[src/rtl/seg_scanner_if.sv]
// Bundle between the segment-data source and the multiplexed LED driver.
// The source supplies codes and enables; the scanner drives the display pins.
interface seg_scanner_if;
    logic [63:0] seg_data;
    logic [7:0]  digit_mask;
    logic [7:0]  led_en;
    logic [7:0]  led_seg;
    logic        frame_start;

    modport master (
        output seg_data,
        output digit_mask,
        input  led_en,
        input  led_seg,
        input  frame_start
    );

    modport slave (
        input  seg_data,
        input  digit_mask,
        output led_en,
        output led_seg,
        output frame_start
    );
endinterface

[src/rtl/seg_scanner.sv]
// Time-multiplexed 7-segment scanner: one digit per slot, blanking dead time at
// slot start, and frame-synchronous shadowing of the codes so the display never tears.
module seg_scanner #(
    parameter int NUM_DIG   = 8,
    parameter int DIV_CNT   = 100000,
    parameter int BLANK_CNT = 1000
) (
    input  logic          clk,
    input  logic          rst,
    seg_scanner_if.slave  bus
);

    localparam int               CNT_W     = (DIV_CNT > 1) ? $clog2(DIV_CNT) : 1;
    localparam logic [CNT_W-1:0] CNT_LAST  = CNT_W'(DIV_CNT - 1);
    localparam logic [CNT_W-1:0] CNT_BLANK = CNT_W'(BLANK_CNT);
    localparam logic [2:0]       SLOT_LAST = 3'(NUM_DIG - 1);
    localparam logic [7:0]       DIG_VALID = 8'((1 << NUM_DIG) - 1);

    logic [CNT_W-1:0] cnt_q, cnt_d;
    logic [2:0]       slot_q, slot_d;
    logic [63:0]      shadow_seg_q, shadow_seg_d;
    logic [7:0]       shadow_mask_q, shadow_mask_d;
    logic [7:0]       led_en_q, led_en_d;
    logic [7:0]       led_seg_q, led_seg_d;
    logic             frame_start_q, frame_start_d;

    logic slot_wrap;
    logic frame_end;
    logic lit;

    always_comb begin
        slot_wrap = (cnt_q == CNT_LAST);
        frame_end = slot_wrap && (slot_q == SLOT_LAST);

        cnt_d  = slot_wrap ? '0 : cnt_q + 1'b1;
        slot_d = slot_q;
        if (slot_wrap) begin
            slot_d = (slot_q == SLOT_LAST) ? 3'd0 : slot_q + 3'd1;
        end

        // Shadow only reloads on the very last cycle of a frame.
        shadow_seg_d  = frame_end ? bus.seg_data : shadow_seg_q;
        shadow_mask_d = frame_end ? (bus.digit_mask & DIG_VALID) : shadow_mask_q;

        lit       = (cnt_q >= CNT_BLANK) && shadow_mask_q[slot_q];
        led_en_d  = lit ? ~(8'd1 << slot_q) : 8'hFF;
        led_seg_d = lit ? shadow_seg_q[{slot_q, 3'b000} +: 8] : 8'hFF;

        frame_start_d = (cnt_q == '0) && (slot_q == 3'd0);
    end

    always_ff @(posedge clk or negedge rst) begin
        if (!rst) begin
            cnt_q         <= '0;
            slot_q        <= 3'd0;
            shadow_seg_q  <= '1;
            shadow_mask_q <= '0;
            led_en_q      <= 8'hFF;
            led_seg_q     <= 8'hFF;
            frame_start_q <= 1'b0;
        end else begin
            cnt_q         <= cnt_d;
            slot_q        <= slot_d;
            shadow_seg_q  <= shadow_seg_d;
            shadow_mask_q <= shadow_mask_d;
            led_en_q      <= led_en_d;
            led_seg_q     <= led_seg_d;
            frame_start_q <= frame_start_d;
        end
    end

    assign bus.led_en      = led_en_q;
    assign bus.led_seg     = led_seg_q;
    assign bus.frame_start = frame_start_q;

endmodule

[src/flat_wrapper.sv]
// flat-port wrapper written by rule: the top's interface ports become plain ports
module seg_scanner_flat 
#(
    parameter int NUM_DIG   = 8,
    parameter int DIV_CNT   = 100000,
    parameter int BLANK_CNT = 1000
)
  (clk, rst, bus_seg_data, bus_digit_mask, bus_led_en, bus_led_seg, bus_frame_start);
  seg_scanner_if bus_i ();
  input  logic clk;
  input  logic rst;
  input wire logic [$bits(bus_i.seg_data)-1:0] bus_seg_data;
  input wire logic [$bits(bus_i.digit_mask)-1:0] bus_digit_mask;
  output wire logic [$bits(bus_i.led_en)-1:0] bus_led_en;
  output wire logic [$bits(bus_i.led_seg)-1:0] bus_led_seg;
  output wire logic [$bits(bus_i.frame_start)-1:0] bus_frame_start;
  assign bus_i.seg_data = bus_seg_data;
  assign bus_i.digit_mask = bus_digit_mask;
  assign bus_led_en = bus_i.led_en;
  assign bus_led_seg = bus_i.led_seg;
  assign bus_frame_start = bus_i.frame_start;
  seg_scanner #(.NUM_DIG(NUM_DIG), .DIV_CNT(DIV_CNT), .BLANK_CNT(BLANK_CNT)) u_core (.clk(clk), .rst(rst), .bus(bus_i));
endmodule
[config.mk]
export PLATFORM = sky130hd
export DESIGN_NAME = seg_scanner_flat
export DESIGN_NICKNAME = d
export VERILOG_FILES = /design/src/rtl/seg_scanner_if.sv /design/src/rtl/seg_scanner.sv /design/src/flat_wrapper.sv
export SDC_FILE = /design/constraint.sdc
export NUM_CORES = 1
export LEC_CHECK = 0
export ABC_AREA = 0
export CORE_MARGIN = 2
export CORE_UTILIZATION = 46
export CTS_CLUSTER_DIAMETER = 120
export DETAILED_ROUTE_END_ITERATION = 8
export HOLD_SLACK_MARGIN = 0.12
export PLACE_DENSITY = 0.75
export SYNTH_ARGS = -nofsm -noshare
export SYNTH_HDL_FRONTEND = slang
export SYNTH_SLANG_ARGS = --single-unit
[constraint.sdc]
create_clock -name clk -period 4.5 [get_ports clk]
set_input_delay 0.675 -clock clk [delete_from_list [all_inputs] [get_ports clk]]
set_output_delay 0.675 -clock clk [all_outputs]
set_load 0.03 [all_outputs]
# [Word-level counts from Yosys, hierarchy flattened]
# Index checks and enable logic that the tools add are counted.
[word_totals] latch_bits=0 input_bits=74 ramBits=0 wordCells=27 ff_bits=109 mem_count=0 rom_bits=0 output_inout_bits=17
[classes] n_mux=6 n_addsub=2 n_lt_le_gt_ge=2 bitwise_logic=1 mul=0 reduce_logical=5 div_mod_pow=0 shift=2 eq_ne=2
[ops] operator="variable part select 64 x 7 -> 8 bit" n=1
[ops] operator="adder 17 x 1 -> 17 bit (second input constant)" n=1
[ops] operator="== test 17 bit (second input constant)" n=1
[ops] operator="greater-or-equal comparator 17 x 10 -> 1 bit (second input constant)" n=1
[ops] operator="zero test 17 bit" n=1
[ops] operator="2-to-1 mux 17 bit" n=1
[ops] operator="2-to-1 mux 8 bit" n=2
[ops] operator="NOT 8 bit" n=1
[ops] operator="left shift 1 x 3 -> 8 bit (first input constant)" n=1
[ops] operator="less-than comparator 3 x 4 -> 1 bit (second input constant)" n=1
[ops] operator="adder 3 x 1 -> 3 bit (second input constant)" n=1
[ops] operator="binary-select mux 1 bit (select 3 bit)" n=1
[ops] operator="== test 3 bit (second input constant)" n=1
[ops] operator="logical AND 1 bit" n=3
[ops] operator="zero test 3 bit" n=1
[ops] operator="2-to-1 mux 3 bit" n=1
[ops] operator="2-to-1 mux 1 bit" n=1

# [Longest topological paths before layout]
[depth] ltp_word=4 mapped_depth=8

# [Worst setup path before layout]
# Ideal clock, no wire load.
[synth_path] path_type="register to register" from="register u_core.cnt_q[0]" to="register u_core.shadow_mask_q[0]" arrival_ns=1.795 stages_incl_launch_ff=9 required_time_ns=4.375 period_less_slack_ns=1.920 setup_slack_ns=2.580 cell_sequence="dfrtp_1 > ha_1 > and4_1 > buf_4 > and4_1 > buf_2 > nand2_4 > buf_6 > mux2_4"
[synth_between] elab_chain_cells=2
[synth_lines] item="from (decl)" line_no="seg_scanner.sv:19" rtl="logic [CNT_W-1:0] cnt_q, cnt_d;"
[synth_lines] item="from (signal assigned)" line_no="seg_scanner.sv:62" rtl="cnt_q <= cnt_d;"
[synth_lines] item="== test 17 bit" line_no="seg_scanner.sv:32" rtl="slot_wrap = (cnt_q == CNT_LAST);"
[synth_lines] item="logical AND 1 bit" line_no="seg_scanner.sv:33" rtl="frame_end = slot_wrap && (slot_q == SLOT_LAST);"
[synth_lines] item="to (signal assigned)" line_no="seg_scanner.sv:65" rtl="shadow_mask_q <= shadow_mask_d;"
[synth_lines] item="to (decl)" line_no="seg_scanner.sv:22" rtl="logic [7:0] shadow_mask_q, shadow_mask_d;"
# No other way between the ends.
# A chain may end at the register's enable or synchronous reset.

# [Worst setup path after layout]
[layout_path] from="register u_core.cnt_q[0]" to="register u_core.shadow_seg_q[7]"
[layout_between] elab_chain_cells=2
[layout_lines] item="== test 17 bit" line_no="seg_scanner.sv:32"
[layout_lines] item="logical AND 1 bit" line_no="seg_scanner.sv:33"
[layout_lines] item="to (signal assigned)" line_no="seg_scanner.sv:64" rtl="shadow_seg_q <= shadow_seg_d;"
[layout_lines] item="to (decl)" line_no="seg_scanner.sv:21" rtl="logic [63:0] shadow_seg_q, shadow_seg_d;"
# No other way between the ends.

==> impl_results.md <==
* Status: finished, final reports clean
* Post-Syn Instances at 330
* Fin cells at ~560
* Max Clk Rate at ~0.32 GHz
* Reg2Reg Setup Slack at 1.39 ns
* Post-DRT Antenna Nets at 0
* WL/cell at between 15 and 20 um
* Num CTS Buffers at 9
* Crit start category: flip-flop
* Critical Path, Cell by Cell: ha_1 > and4_1 > and4_1 > nand2_4 > buf_4 > mux2_4
* Synth unique cells at 34
* Synth Area in XOR/XNOR at ~2.2%
* Crit Path Max Fanout at 46
* RSZ-0062 raised after global routing: false
* Vert. Die Dim at 110 um
* Hold Path Class: primary input to async pin
* Setup-failing EPs final at 0
* Max cap viols at 0
* Worst r2r dst: u_core.shadow_seg_q[7]
* Simple-gate share of the synthesized area at a little under 8%
* Core footprint at 10900 sq um
* Vias per cell at about 5.2
* Crit path DAT at 3.41 ns
* Register area share after synthesis at 55.0%
* Syn nets at 412
* GPL Wtd Cong at just over 0.8
* Worst Setup End Kind: flip-flop
* Fin crit period at around 3.1 ns
* Mux cell area share after synthesis at 29.6%
* Crit path depth at 6
* Area grow syn2layout at 22.3%
* Top cell type's share of synthesized area at between 40% and 50%
* Crit path top cell by count: and4_1
* CTS tree: built
* Buffers added on ports at 90
* # diodes at 0
* IO Pins at between 90 and 100
* Async SR Flop Fraction at 100%
* WP buf/inv at 1
* Drt drc at 0
* Final wirelength at ~9.7 mm
* Total power at 1.77 mW
* Largest family of logic cells by synthesized area: multiplexers
* Post-synth EDFFs at 0
* Relative slew margins at between 30% and 40%
* Worst r2r src: u_core.cnt_q[0]
* Final #Nets at approximately 500
* Largest cells by area after synthesis: dfstp_2, mux2_4, dfrtp_1
* Vias in the first global route at 3117
* Die area at around 12000 sq um
* First-pass GRT wire length at 16.1 mm
* Post-synthesis compound-gate area fraction at less than 1%
* CTS clk-pin slew, worst paths at 0.10 ns
* Detailed-router iteration count before antenna repair at 6
* Crit path max-delay family: simple AND/OR/NAND/NOR gates
* Most used flip-flop cell after synthesis: dfstp_2
* Initial DRC count at around 110
* Die width at about 110 um
* Final Cycle Share at between 60% and 70%
* Pwr dens at between 200 and 300 nW/um^2
* Worst stage delay on the critical path at about 0.60 ns
* Mapped cell area at 5140 sq um
* Max Slew Vio Count at 0
* Count leader, synth: dfstp_2
* Worst vdd ir at about 0.16 mV
* Slowest CP cell: and4_1
* HPWL Detailed at 6.73 mm
* Postcts setup bufs at 0
* Clk_lat worst skew at around 0.37 ns
* Initial cell density of the core at 47.3%
* Fillers at between 800 and 900
* Rows at 38
* Post-synth top cells: dfstp_2, mux2_4, dfrtp_1
* Synth warn at 0
* Static leakage at around 2.7 nW
* Root Buffer: clkbuf_8
* Area leader, netlist: dfstp_2
* Clock Path Buffers at 2
* Placed insts at approximately 550
* Largest net degree at the start of global routing at 85
* Fin. Hold Viols at 0
* Worst-Margin Slew at 1.00 ns
* Overflow after GRT at 0
* Syn Area/Cell at roughly 16 sq um
* Post-cts sizing count at 0
* Adder-Cell Fraction of Synth Area at under 10%
* Initial antenna violation count at 0
* Yosys reg bits at around 110
* H-tree depth at 3
* Reg2reg path depth at 6
* Post-route clock skew at 0.0125 ns
* Vias at between 2000 and 3000
* Setup TNS at 0 ns
* Layout cells sized above 1 at 45.6%
* TritonCTS Sinks at 109
* GRT Overall Usage at between 15 and 20%
* CP required at 4.80 ns
* Setup CP Type: flip-flop to flip-flop
* Post-CTS Hold Buffers at 0
## worst register-to-register path, cell delays in order (launching register included)
cell	delay [ns]
dfrtp_1	0.42
ha_1	0.22
and4_1	0.33
and4_1	0.60
nand2_4	0.58
buf_4	0.52
mux2_4	0.38
## state kept, by name, indices dropped and copies added, names as in the netlist
name / flops
u_core.bus.frame_start: 1
u_core.bus.led_en: 8
u_core.bus.led_seg: 8
u_core.cnt_q: 17
u_core.shadow_mask_q: 8
u_core.shadow_seg_q: 64
u_core.slot_q: 3
## layout make-up
class / count / area, sq um / area share, %
flip-flops and latches: 109 / 2830 / 44.9
multi-input cells: 197 / 2160 / 34.4
repair buffers: 94 / 928 / 14.8
well taps: 140 / 175 / 2.78
clock buffers: 10 / 138 / 2.19
clock inverters: 6 / 42.5 / 0.676
inverters: 5 / 18.8 / 0.298
## kinds of logic after synthesis
group | after synthesis
XOR/XNOR | 13
flip-flops | 109
AND/OR/NAND/NOR | 78
AO/OA/AOI/OAI | 4
buffers and inverters | 24
adder cells (fa/ha/maj) | 8
multiplexers | 94
## cell usage in the layout, fill, tap and decap left out
master	instances
or4_1	1
xnor2_1	10
dfstp_2	80
nand2_1	25
xor2_1	3
ha_1	8
mux4_2	18
nor4b_1	1
nand2_4	1
o211ai_1	1
inv_4	1
and2_1	1
clkdlybuf4s50_1	89
a21oi_1	1
nor3_1	4
nand3_1	20
mux2_4	70
clkbuf_8	10
nand2b_1	1
dfrtp_1	29
nand4_1	6
inv_6	3
mux2i_1	2
inv_1	5
clkinv_2	2
o21ai_0	1
a32oi_1	1
nor4_2	1
mux2_2	1
nor3b_1	1
and4_1	5
buf_4	5
mux2_1	3
nor2_1	9
or3_1	1
nor2b_1	1
## how the worst max path moves through the flow
stage                          startpoint  slack, ns                       to
after floorplan           u_core.cnt_q[0]       2.58  u_core.shadow_mask_q[0]
after global placement    u_core.cnt_q[0]       1.50  u_core.shadow_seg_q[11]
after detailed placement  u_core.cnt_q[0]       1.42   u_core.shadow_seg_q[7]
after CTS                 u_core.cnt_q[0]       1.40  u_core.shadow_seg_q[16]
after global routing      u_core.cnt_q[0]       1.23  u_core.shadow_seg_q[10]
final                     u_core.cnt_q[0]       1.39   u_core.shadow_seg_q[7]
## layer usage
metal | share of wire (%) | GRT usage (%) | vias up
met2 | 47 | 27.1 | 88
li1 | - | - | 1347
met5 | 0 | 0 | -
met4 | 0.73 | 3.25 | 0
met1 | 47 | 25.7 | 1499
met3 | 5.6 | 3.91 | 6
## where the power goes
part	internal (mW)	leakage (nW)	switching, mW
clock network	0.222	0.0978	0.337
logic	0.109	1.41	0.0432
registers	1.04	1.21	0.0188
## through the flow
| stage | instance area (sq um) | hold WS, ns | util, % | setup WS (ns) |
|---|---|---|---|---|
| 2_1_floorplan | 5140 | 0.379 | - | 2.58 |
| 3_3_place_gp | 6110 | 0.491 | 56.1 | 1.50 |
| 3_5_place_dp | 6110 | 0.493 | 56.1 | 1.42 |
| 4_1_cts | 6290 | 0.514 | 57.8 | 1.40 |
| 5_1_grt | 6290 | 0.538 | 57.8 | 1.23 |
| 6_report | 6290 | 0.472 | 57.8 | 1.39 |
Power figures use the tool's default switching activity.
